### src/rtl/load_store_unit.sv
// -----------------------------------------------------------------------------
// load_store_unit
//
// Multi-cycle load/store unit sitting after the ALU. The ALU result is the
// effective byte address. One request/acknowledge transaction is run on the
// data-memory bus per access, and the aligned, sign/zero-extended load value is
// returned in o_read_data. The core is held with o_stall while the transaction
// is outstanding. Misaligned or illegal accesses are rejected without touching
// the bus, and a transaction with no acknowledge within TIMEOUT cycles aborts.
//
// Parameters
//   TIMEOUT        BUS cycles without i_bus_ack before abort (1..255).
//
// Ports
//   i_clk          clock, all state updates on the rising edge
//   i_reset        synchronous active-high reset
//   i_mem_read     current instruction is a load (held while stalled)
//   i_mem_write    current instruction is a store (wins over i_mem_read)
//   i_funct3       access type (LB/LH/LW/LBU/LHU, SB/SH/SW)
//   i_alu_result   effective byte address
//   i_write_data   store data (rs2)
//   o_read_data    registered, extended load result
//   o_stall        core must hold PC and instruction
//   o_access_err   one-cycle pulse: misaligned, illegal funct3 or timeout
//   o_bus_req      bus request
//   o_bus_we       write qualifier
//   o_bus_addr     word-aligned bus address
//   o_bus_wdata    lane-replicated store data
//   o_bus_byte_en  byte lane enables
//   i_bus_rdata    bus read data, sampled with i_bus_ack
//   i_bus_ack      transfer complete
// -----------------------------------------------------------------------------
module load_store_unit #(
    parameter int unsigned TIMEOUT = 255
) (
    input  logic        i_clk,
    input  logic        i_reset,
    input  logic        i_mem_read,
    input  logic        i_mem_write,
    input  logic [2:0]  i_funct3,
    input  logic [31:0] i_alu_result,
    input  logic [31:0] i_write_data,
    output logic [31:0] o_read_data,
    output logic        o_stall,
    output logic        o_access_err,
    output logic        o_bus_req,
    output logic        o_bus_we,
    output logic [31:0] o_bus_addr,
    output logic [31:0] o_bus_wdata,
    output logic [3:0]  o_bus_byte_en,
    input  logic [31:0] i_bus_rdata,
    input  logic        i_bus_ack
);

    localparam int unsigned TimeoutClamped = (TIMEOUT > 255) ? 255 : TIMEOUT;
    localparam logic [7:0]  TimeoutCnt     = TimeoutClamped[7:0];

    typedef enum logic [1:0] {
        IDLE = 2'd0,
        BUS  = 2'd1,
        DONE = 2'd2
    } state_t;

    state_t      r_state;
    state_t      w_next_state;

    // Transaction latches, captured in IDLE when a legal access starts.
    logic [31:0] r_addr;
    logic [31:0] r_wdata;
    logic [2:0]  r_funct3;
    logic        r_we;
    logic [7:0]  r_cnt;
    logic [31:0] r_read_data;
    logic        r_timeout_err;

    logic        w_req;
    logic        w_f3_legal;
    logic        w_misaligned;
    logic        w_start;
    logic        w_illegal;
    logic        w_timeout_hit;
    logic [7:0]  w_cnt_inc;
    logic [7:0]  w_lane_byte;
    logic [15:0] w_lane_half;
    logic [31:0] w_load_value;
    logic [3:0]  w_byte_en;
    logic [31:0] w_store_data;

    // -------------------------------------------------------------------------
    // Access decode (IDLE only; uses live core inputs)
    // -------------------------------------------------------------------------
    assign w_req = i_mem_read | i_mem_write;

    always_comb begin
        w_f3_legal = 1'b0;
        if (i_mem_write) begin
            case (i_funct3)
                3'b000, 3'b001, 3'b010: w_f3_legal = 1'b1;
                default:                w_f3_legal = 1'b0;
            endcase
        end else begin
            case (i_funct3)
                3'b000, 3'b001, 3'b010,
                3'b100, 3'b101:         w_f3_legal = 1'b1;
                default:                w_f3_legal = 1'b0;
            endcase
        end
    end

    // funct3[1:0] encodes the size for every legal code: 00 byte, 01 half, 10 word.
    assign w_misaligned = ((i_funct3[1:0] == 2'b01) && i_alu_result[0]) ||
                          ((i_funct3[1:0] == 2'b10) && (i_alu_result[1:0] != 2'b00));

    assign w_start   = (r_state == IDLE) && w_req && w_f3_legal && !w_misaligned;
    assign w_illegal = (r_state == IDLE) && w_req && !(w_f3_legal && !w_misaligned);

    assign w_cnt_inc = r_cnt + 8'd1;

    // -------------------------------------------------------------------------
    // FSM: state register
    // -------------------------------------------------------------------------
    always_ff @(posedge i_clk) begin
        if (i_reset) begin
            r_state <= IDLE;
        end else begin
            r_state <= w_next_state;
        end
    end

    // -------------------------------------------------------------------------
    // FSM: next state
    // -------------------------------------------------------------------------
    always_comb begin
        w_next_state  = r_state;
        w_timeout_hit = 1'b0;
        case (r_state)
            IDLE: begin
                if (w_start) begin
                    w_next_state = BUS;
                end
            end
            BUS: begin
                if (i_bus_ack) begin
                    w_next_state = DONE;
                end else if (w_cnt_inc == TimeoutCnt) begin
                    // This is the TIMEOUT-th request cycle with no ack.
                    w_next_state  = DONE;
                    w_timeout_hit = 1'b1;
                end
            end
            DONE: begin
                w_next_state = IDLE;
            end
            default: begin
                w_next_state = IDLE;
            end
        endcase
    end

    // -------------------------------------------------------------------------
    // Load lane selection and extension (from latched address/funct3)
    // -------------------------------------------------------------------------
    always_comb begin
        w_lane_byte = 8'h00;
        case (r_addr[1:0])
            2'b00:   w_lane_byte = i_bus_rdata[7:0];
            2'b01:   w_lane_byte = i_bus_rdata[15:8];
            2'b10:   w_lane_byte = i_bus_rdata[23:16];
            default: w_lane_byte = i_bus_rdata[31:24];
        endcase
    end

    assign w_lane_half = r_addr[1] ? i_bus_rdata[31:16] : i_bus_rdata[15:0];

    always_comb begin
        w_load_value = i_bus_rdata;
        case (r_funct3)
            3'b000:  w_load_value = {{24{w_lane_byte[7]}}, w_lane_byte};
            3'b100:  w_load_value = {24'h000000, w_lane_byte};
            3'b001:  w_load_value = {{16{w_lane_half[15]}}, w_lane_half};
            3'b101:  w_load_value = {16'h0000, w_lane_half};
            default: w_load_value = i_bus_rdata;
        endcase
    end

    // -------------------------------------------------------------------------
    // Datapath registers
    // -------------------------------------------------------------------------
    always_ff @(posedge i_clk) begin
        if (i_reset) begin
            r_addr        <= 32'h0;
            r_wdata       <= 32'h0;
            r_funct3      <= 3'b000;
            r_we          <= 1'b0;
            r_cnt         <= 8'h00;
            r_read_data   <= 32'h0;
            r_timeout_err <= 1'b0;
        end else begin
            // Only set on the BUS->DONE abort edge, so it lives for DONE only.
            r_timeout_err <= w_timeout_hit;
            case (r_state)
                IDLE: begin
                    if (w_start) begin
                        r_addr   <= i_alu_result;
                        r_wdata  <= i_write_data;
                        r_funct3 <= i_funct3;
                        r_we     <= i_mem_write;
                        r_cnt    <= 8'h00;
                    end else if (w_illegal) begin
                        r_read_data <= 32'h0;
                    end
                end
                BUS: begin
                    if (i_bus_ack) begin
                        if (!r_we) begin
                            r_read_data <= w_load_value;
                        end
                    end else begin
                        r_cnt <= w_cnt_inc;
                        if (w_timeout_hit) begin
                            r_read_data <= 32'h0;
                        end
                    end
                end
                default: begin
                end
            endcase
        end
    end

    // -------------------------------------------------------------------------
    // Bus outputs: registered state only
    // -------------------------------------------------------------------------
    always_comb begin
        w_byte_en = 4'b1111;
        case (r_funct3[1:0])
            2'b00:   w_byte_en = 4'b0001 << r_addr[1:0];
            2'b01:   w_byte_en = 4'b0011 << {r_addr[1], 1'b0};
            default: w_byte_en = 4'b1111;
        endcase
    end

    always_comb begin
        w_store_data = 32'h0;
        if (r_we) begin
            case (r_funct3[1:0])
                2'b00:   w_store_data = {4{r_wdata[7:0]}};
                2'b01:   w_store_data = {2{r_wdata[15:0]}};
                default: w_store_data = r_wdata;
            endcase
        end
    end

    // Gating by BUS keeps every bus output at 0 outside a transaction, even
    // though the latches keep the last access.
    always_comb begin
        o_bus_req     = 1'b0;
        o_bus_we      = 1'b0;
        o_bus_addr    = 32'h0;
        o_bus_wdata   = 32'h0;
        o_bus_byte_en = 4'b0000;
        if (r_state == BUS) begin
            o_bus_req     = 1'b1;
            o_bus_we      = r_we;
            o_bus_addr    = {r_addr[31:2], 2'b00};
            o_bus_wdata   = w_store_data;
            o_bus_byte_en = w_byte_en;
        end
    end

    // -------------------------------------------------------------------------
    // Core-facing outputs
    // -------------------------------------------------------------------------
    always_comb begin
        o_stall      = 1'b0;
        o_access_err = 1'b0;
        if (!i_reset) begin
            o_stall      = w_start || (r_state == BUS);
            o_access_err = w_illegal || ((r_state == DONE) && r_timeout_err);
        end
    end

    assign o_read_data = r_read_data;

endmodule
### config.mk
export PLATFORM = sky130hd
export DESIGN_NAME = load_store_unit
export DESIGN_NICKNAME = d
export VERILOG_FILES = /design/src/rtl/load_store_unit.sv
export SDC_FILE = /design/constraint.sdc
export NUM_CORES = 1
export LEC_CHECK = 0
export ABC_AREA = 1
export BUFFER_PORTS_ARGS = -buffer_cell sky130_fd_sc_hd__buf_4
export CORE_UTILIZATION = 29
export CTS_BUF_LIST = sky130_fd_sc_hd__clkbuf_16
export CTS_CLUSTER_SIZE = 14
export DETAILED_ROUTE_END_ITERATION = 16
export GPL_ROUTABILITY_DRIVEN = 0
export PLACE_DENSITY = 0.58
export SLEW_MARGIN = 30
export SYNTH_ARGS = -nofsm -noshare
export SYNTH_HDL_FRONTEND = slang
export SYNTH_SLANG_ARGS = --single-unit
### constraint.sdc
create_clock -name i_clk -period 2.2 [get_ports i_clk]
set_input_delay 0.11 -clock i_clk [delete_from_list [all_inputs] [get_ports i_clk]]
set_output_delay 0.11 -clock i_clk [all_outputs]
set_load 0.02 [all_outputs]
======== Word-level counts from Yosys, hierarchy flattened ========
Index checks and enable logic that the tools add are counted.
storage, ports and cells
  output and inout port bits .............. 104
  logic and storage cells ................. 92
  input port bits ......................... 104
  ROM bits ................................ 0
  register bits ........................... 111
  bits in latches ......................... 0
  RAM bits ................................ 0
  memories ................................ 0
cells by class
  shift operators ......................... 2
  bitwise logic cells ..................... 1
  reduce and logical (&&, ||, !) cells .... 26
  $add $sub $neg .......................... 1
  $lt $le $gt $ge ......................... 0
  muxes and demuxes ....................... 32
  multipliers ............................. 0
  equality and inequality tests ........... 22
  div/mod/pow operators ................... 0
operator list
  cell                                            count
  two-way mux 32 bit                              8
  case mux 32 bit (2 select lines)                2
  case mux 32 bit (4 select lines)                1
  case mux 8 bit (3 select lines)                 1
  two-way mux 16 bit                              1
  two-way mux 8 bit                               2
  case mux 8 bit (2 select lines)                 1
  == test 3 bit (second input constant)           4
  two-way mux 1 bit                               10
  != test 3 bit (second input constant)           3
  adder 8 x 1 -> 8 bit (second input constant)    1
  == test 2 x 1 -> 1 bit (second input constant)  4
  == test 8 bit (second input constant)           1
  logical AND 1 bit                               8
  != test 2 bit (second input constant)           4
  case mux 4 bit (2 select lines)                 1
  == test 2 bit (second input constant)           3
  == test 3 x 1 -> 1 bit (second input constant)  2
  zero test 2 bit                                 3
  zero test 3 bit                                 2
  two-way mux 2 bit                               3
  AND reduction 5 bit                             1
  OR reduction 5 bit                              1
  two-way mux 4 bit                               1
  other kinds (11)                                16

======== Logic depth before layout (Yosys ltp) ========
Gate-level depths: netlist (run 1).
  depth after elaboration ................. 10
  mapped depth ............................ 14
  depth with buffers taken out ............ 12

======== Least setup slack after synthesis (run 1) ========
No wires, ideal clock.
  path type ............................... reg2out
  start point ............................. reg r_state[1]
  end point ............................... out o_bus_wdata[14]
  slack ................................... 517 ps
  cell stages (with the launch flop) ...... 9
  path buffers ............................ 1
  arrival ................................. 1573 ps
  path through ............................ dfxtp_1 > inv_2 > nand2_2 > inv_1 > nand2_1 > clkbuf_1 > inv_1 > o21ai_0 > nor2_1
on the way
  cells in the longest elaborated chain, start to end .. 2
ends and longest elaborated chain
  what                      line  source
  start: declaration        64    state_t r_state;
  start signal: assignment  126   r_state <= w_next_state;
  == test 2 x 1 -> 1 bit    262   if (r_state == BUS) begin
  two-way mux 32 bit        262
  end: declaration          49    output logic [31:0] o_bus_wdata,
Every way passes these cells.

======== Worst setup path in the final report (run 1) ========
  start point ............................. reg r_funct3[1]
  end point ............................... out o_bus_wdata[12]
on the way
  cells in the longest elaborated chain, start to end .. 4
  elaborated cells on any way between the ends .. 5
  those cells by class .................... eq/ne (1); mux (3); reduce/logical (1)
ends and longest elaborated chain
  what                                                              line  source
  start: declaration                                                70    logic [2:0] r_funct3;
  start signal: assignment                                          206   r_funct3 <= i_funct3;
  == test 2 x 1 -> 1 bit / zero test 2 bit (equally long branches)  246   case (r_funct3[1:0])
  case mux 32 bit (2 select lines) *                                246
  two-way mux 32 bit *                                              245   if (r_we) begin
  two-way mux 32 bit *                                              262
Every way passes the cells marked *; elsewhere a longest branch is shown, timed or not.

==> results of run 1 <==
-- state kept, by name, indices dropped and copies added, names as in the netlist --
| name | cells |
|---|---|
| o_read_data | 32 |
| r_addr | 32 |
| r_wdata | 32 |
| r_cnt | 8 |
| r_funct3 | 3 |
| r_state | 2 |
| r_timeout_err | 1 |
| r_we | 1 |
-- how the worst max path moves through the flow --
| stage | from | to | slack [ns] | cells after the start |
|---|---|---|---|---|
| 2_1_floorplan | r_state[1] | o_bus_wdata[14] | 0.52 | 8 |
| 3_3_place_gp | r_addr[1] | o_read_data[31] | 0.37 | 7 |
| 3_5_place_dp | r_addr[1] | o_read_data[29] | 0.35 | 7 |
| 4_1_cts | r_state[1] | o_bus_wdata[20] | 0.05 | 7 |
| 5_1_grt | r_cnt[1] | o_read_data[24] | 0.09 | 11 |
| 6_report | r_funct3[1] | o_bus_wdata[12] | 0.28 | 5 |
-- cell usage after synthesis, types with 3 or more instances --
library cell,count
inv_1,71
nor2_2,8
dfxtp_1,111
inv_2,6
o22ai_1,3
o21ai_0,116
a21oi_2,26
nor2_1,181
a21oi_1,85
o211ai_1,7
clkbuf_1,34
buf_1,3
nand3_2,10
buf_12,4
nand2_2,5
nand3_1,37
buf_4,8
nor3_1,4
buf_2,11
nand2_1,135
-- cell usage in the layout (no fill, tap or decap), types with 3 or more instances in the layout --
| master | netlist | final |
|---|---|---|
| buf_4 | 8 | 219 |
| nor2_1 | 181 | 181 |
| nand2_1 | 135 | 134 |
| o21ai_0 | 116 | 116 |
| dfxtp_1 | 111 | 111 |
| a21oi_1 | 85 | 85 |
| inv_1 | 71 | 70 |
| nand3_1 | 37 | 37 |
| a21oi_2 | 26 | 26 |
| dlygate4sd3_1 | 0 | 19 |
| nand3_2 | 10 | 10 |
| clkbuf_16 | 0 | 9 |
| nor2_2 | 8 | 8 |
| inv_2 | 6 | 7 |
| o211ai_1 | 7 | 7 |
| nand2_2 | 5 | 6 |
| buf_12 | 4 | 5 |
| nor3_1 | 4 | 4 |
| o22ai_1 | 3 | 3 |
| inv_6 | 0 | 3 |
| clkinv_8 | 0 | 3 |
-- worst reg2reg max path, cell delays in order, from the launching register on --
cell and delay [ns]:
dfxtp_1 0.66, nand2_1 0.22, o211ai_4 0.38, nand2_4 0.21, nand2_1 0.13, nand3_2 0.07, nand2_1 0.07, nor2_1 0.04
-- metal layers --
metal  up-vias  wire length [µm]  GRT usage
met1      2798              8920     0.2412
met4         0               266    0.05042
met3        15              1451    0.04969
met2       210              8398     0.2882
li1       3233                 -          -
met5         -                 0          0
-- kinds of logic (layout without fill, tap and decap cells) --
group	after synthesis	after routing	synth area share
adders and majority gates	2	2	0.004234
and+or+nand+nor	389	389	0.2791
xor gates and xnor gates	1	1	0.001482
buffers and inverters	139	336	0.1099
other	1	2	0.0006346
AOI/OAI and AO/OA	242	242	0.2287
DFF	111	111	0.3760
-- cell type report --
type                       count  share of cell area
timing repair buffer         243              0.2378
inverter                      77             0.03554
clock inverter                 7             0.01062
sequential                   111              0.2732
tap                          265             0.04077
multi-input combinational    636              0.3743
clock buffer                   9             0.02769
-- power groups by stage --
stage               logic (mW)  registers (mW)  clock network, mW
floorplan                0.988            2.49                  0
global placement          1.59            2.43                  0
detailed placement        1.60            2.43                  0
CTS                       1.63            2.38               1.79
global route              1.82            2.41               1.86
finish                    1.62            2.38               1.73
-- timing repair --
action,CTS,global route
resized for setup,0,1
hold endpoints to repair,19,0
setup endpoints to repair,0,12
hold buffers,19,0
==> impl_metrics.yaml, run 1 <==
run_status:
  status: "completed"
route:
  dr.pass1.iters: 5
  drc: 0
  routed_wl_mm: 19.04
  drtIter0Drc: 357
  viasPerCell: 4.641
  wire_per_inst_um: 14.12
  num_vias: 6256
  ant_nets: 0
grt:
  grt_pass1_vias: 5660
  grt_util_all_layers: 0.1820
  grt_start_max_net_pins: 90
  grt_pass1_wl_mm: 29.54
  gr-total-overflow: 0
  antenna_found_initial: 0
placement:
  placedCellCount: 1313
  hpwl_mm: 13.53
  dpl-instance-area_um2: 7629
  place_ws_ns: 0.3524
  io_buffers: 205
critical_path:
  path_buf_inv: 3
  crit_top_cell: "buf_4"
  crit_required_ns: 2.09
  crit_fanout: 24
  crit_family: "buffers and inverters"
  endpoint_kind: "primary output"
  path_class: "reg2out"
  r2r-end: "o_read_data[29]"
  r2r_slack_ns: 0.33
  ff2ff_path_depth: 7
  cpPeakStageDelay_ns: 0.38
  rr_startpoint: "r_addr[1]"
  crit_chain: "inv_2, buf_4, o21ai_0, nor2_1, buf_4"
  critPathArrivalTime_ns: 1.81
  worstSetupStartpointType: "flop"
  cp_slowest_cell: "dfxtp_1"
power_and_ir_drop:
  pwr-share-clk: 0.302
  ir_drop_uv: 420.2
  comb_power_share: 0.283
  powerDensity_nw_per_um2: 704.3
  sw_frac_of_total: 0.3505
  switching_power_mw: 2.008
  internal_power_mw: 3.721
  seq_power_share: 0.416
  p_leak_nw: 3.657
  p_total_mw: 5.728
clocking:
  clockRootBuffer: "clkbuf_16"
  post-cts-setup-buffer-count: 0
  htreeDepth: 3
  clockBufferDepth: 2
  cts_buffers: 9
  path_clk_slew_ns: 0.08
  cts_tree: "done"
  cts.sinks: 111
  insertion_delay_ns: 0.37
sta:
  hold_viol: 0
  tightestPinTransition_ns: 0.5308
  period_needed_ns: 1.917
  finalSetupTns_ns: 0
  skew_ns: 0.01063
  fin_ws_ns: 0.2825
  max-slew-margin-rel: 0.6456
  max_freq_mhz: 521.5
  finalCritPeriodShare: 0.8716
  setup_viol_count_final: 0
  drv_slew: 0
  rsz0062_at_grt: "false"
  whs_ns: 0.01262
yosys:
  syn_area_um2: 5909
  yosysWarnings: 0
  synth_edf_count: 0
  synth_area_leaders: "dfxtp_1 38%, nor2_1 11%, o21ai_0 9.8%"
  ys_seq_elements: 111
  synth.top_cell.area_share: 0.3760
  synthFlopType: "dfxtp_1"
  syn_inst: 885
  seq_area_frac_synth: 0.3760
  synth_top_area_cell: "dfxtp_1"
  async_reset_ff_frac: 0
  synth_cell_type_count: 33
  postSynthAreaPerCell_um2: 6.677
die:
  start_util: 0.2997
  die_h_um: 144.8
  num_rows: 51
  ios: 208
  dieArea_um2: 20950
  core_area_um2: 19720
  die_w_um: 144.8
layout:
  drive_above_1_share: 0.2807
  antennaDiodeCount: 0
  multiInputGateArea_um2: 3044
  nNetsFinal: 1184
  fillers: 2144
  areaGrowthSynthToFinish_pct: 37.62
  fin_area_um2: 8133
  seqCellArea_um2: 2222
  final_cells: 1348
  fin_util: 0.4125
hold_path:
  min_from: "i_write_data[19]"
  holdPathEnd: "r_wdata[19]"
  whs_path_depth: 3
  hp-class: "in2reg"
run:
  drv_cap: 0
Power figures use the tool's default switching activity.
==> run 2, diff against run 1 <==
BUFFER_PORTS_ARGS = -buffer_cell sky130_fd_sc_hd__buf_2   (was -buffer_cell sky130_fd_sc_hd__buf_4)
==> run 2 against run 1 <==
  * Global-route usage decreased by 0.42 points
  * First-iteration DRC count decreased by 21%
  * Sequential power about the same
  * Cell count decreased by 0.30%
  * Via count decreased by 0.74%
  * Critical path depth increased by 3
  * Worst setup slack got worse by 0.084 ns
  * Die area unchanged
  * Sequential share of layout area increased by 2.1 points
  * Total power decreased by 1.8%
  * Clock power about the same
  * Combinational power decreased by 7%
==> impl_metrics.yaml, run 2 (synthesis results as in run 1) <==
critical_path:
  r2r-end: "o_read_data[24]"
  path_class: "reg2out"
  path_buf_inv: 3
  cpPeakStageDelay_ns: 0.41
  ff2ff_path_depth: 11
  rr_startpoint: "r_cnt[0]"
  critPathLaunch: "r_funct3[1]"
  crit_top_cell: "nor2_1"
  r2r_slack_ns: 0.23
  crit_required_ns: 2.09
  critPathArrivalTime_ns: 1.89
  worstSetupStartpointType: "flop"
  crit_cells: 8
  endpoint_kind: "primary output"
  cp_slowest_cell: "dfxtp_2"
  crit_chain: "buf_6, nor2_2, inv_4, nor2_1, a21oi_1, o21ai_0, nor2_1, buf_2"
  crit_family: "buffers and inverters"
  worst_setup_path_endpoint: "o_bus_wdata[28]"
  crit_fanout: 20
layout:
  final_cells: 1344
  areaGrowthSynthToFinish_pct: 28.01
  nNetsFinal: 1177
  fin_util: 0.3837
  drive_above_1_share: 0.2835
  fillers: 2162
  layout_common_cells: "205 x buf_2, 181 x nor2_1, 135 x nand2_1, 116 x o21ai_0, 110 x dfxtp_1"
  final_common_cell: "buf_2"
route:
  ant_nets: 0
  drc: 0
  wire_per_inst_um: 13.80
  dr.pass1.iters: 5
  routed_wl_mm: 18.54
  viasPerCell: 4.621
  num_vias: 6210
  drtIter0Drc: 283
grt:
  antenna_found_initial: 4
  gr-total-overflow: 0
  grt_start_max_net_pins: 71
  grt_pass1_wl_mm: 28.77
  grt_pass1_vias: 5690
  grt_util_all_layers: 0.1778
die:
  die_h_um: 144.8
  dieArea_um2: 20950
  num_rows: 51
  die_w_um: 144.8
  start_util: 0.2997
  ios: 208
  core_area_um2: 19720
hold_path:
  hp-class: "in2reg"
clocking:
  path_clk_slew_ns: 0.09
  cts_tree: "done"
  clockRootBuffer: "clkbuf_16"
  insertion_delay_ns: 0.37
  cts.sinks: 111
  post-cts-setup-buffer-count: 0
  htreeDepth: 3
  clockBufferDepth: 2
  cts_buffers: 9
sta:
  setup_viol_count_final: 0
  whs_ns: 0.007486
  rsz0062_at_grt: "false"
  max-slew-margin-rel: 0.6722
  drv_slew: 0
  finalSetupTns_ns: 0
  skew_ns: 0.01173
  hold_viol: 0
  period_needed_ns: 2.001
  finalCritPeriodShare: 0.9096
  max_freq_mhz: 499.7
  tightestPinTransition_ns: 0.4866
placement:
  placedCellCount: 1314
  io_buffers: 205
  hpwl_mm: 13.40
power_and_ir_drop:
  ir_drop_uv: 431.1
  powerDensity_nw_per_um2: 743.5
  p_total_mw: 5.624
  p_leak_nw: 3.544
run_status:
  status: "completed"
run:
  drv_cap: 0
-- run 2: cell types whose count changed in the layout (fill, tap and decap cells not counted) --
cell,change
buf_2,+205
buf_4,-205
dlygate4sd3_1,-8
diode_2,+3
inv_6,-2
inv_8,+2
buf_6,+1
dfxtp_1,-1
dfxtp_2,+1
inv_2,-1
inv_4,+1
nand2_1,+1
nand2_2,-1
-- run 2: worst min-delay path by stage --
stage / start / to / slack [ns] / depth (start not counted)
after floorplan: i_funct3[0] / r_funct3[0] / 0.26 / 2
after global placement: i_write_data[26] / r_wdata[26] / 0.36 / 3
after detailed placement: i_write_data[27] / r_wdata[27] / 0.37 / 3
after CTS: i_write_data[14] / r_wdata[14] / 0.001 / 3
after global routing: i_write_data[23] / r_wdata[23] / 0.01 / 3
final: i_write_data[14] / r_wdata[14] / 0.007 / 3
-- run 2: what timing repair did --
action / in CTS / in global routing
hold endpoints to repair: 11 / 0
resized for setup: 0 / 3
hold buffers: 11 / 0
setup endpoints to repair: 0 / 13
-- run 2: routing by layer --
layer / global-route usage / wire, µm
met3: 0.04014 / 1230
met2: 0.2900 / 8256
met4: 0.04986 / 235
met5: 0 / 8
met1: 0.2339 / 8813
-- run 2: report_power, final --
group / leakage [nW] / switching (mW) / internal (mW) / total [mW]
clock network: 0.154 / 0.921 / 0.829 / 1.75
registers: 0.914 / 0.148 / 2.23 / 2.38
logic: 2.48 / 0.941 / 0.556 / 1.50
-- run 2: final cells by class --
class	count	area (µm²)	share of cell area
Tap cell	265	331.6	0.04383
Timing Repair Buffer	236	1353	0.1788
Clock buffer	9	225.2	0.02977
Sequential cell	111	2223	0.2939
Antenna cell	3	7.507	0.0009924
Clock inverter	7	91.34	0.01207
Multi-Input combinational cell	636	3042	0.4021
Inverter	77	291.5	0.03854
-- run 2: worst reg2reg max path: cells and delay by family (launching register included) --
family	cells	cell delay, ns
AND/OR/NAND/NOR	8	0.87
buffers and inverters	1	0.23
adder cells (fa/ha/maj)	1	0.21
AO/OA/AOI/OAI	1	0.16
flip-flops	1	0.41
-- run 2: stage by stage --
stage          setup slack [ns]  cell area, µm²
3_5_place_dp             0.2610            7123
4_1_cts                0.007460            7550
5_1_grt                0.009536            7560
6_report                 0.1990            7565
3_3_place_gp             0.3121            7123
2_1_floorplan            0.5171            5913
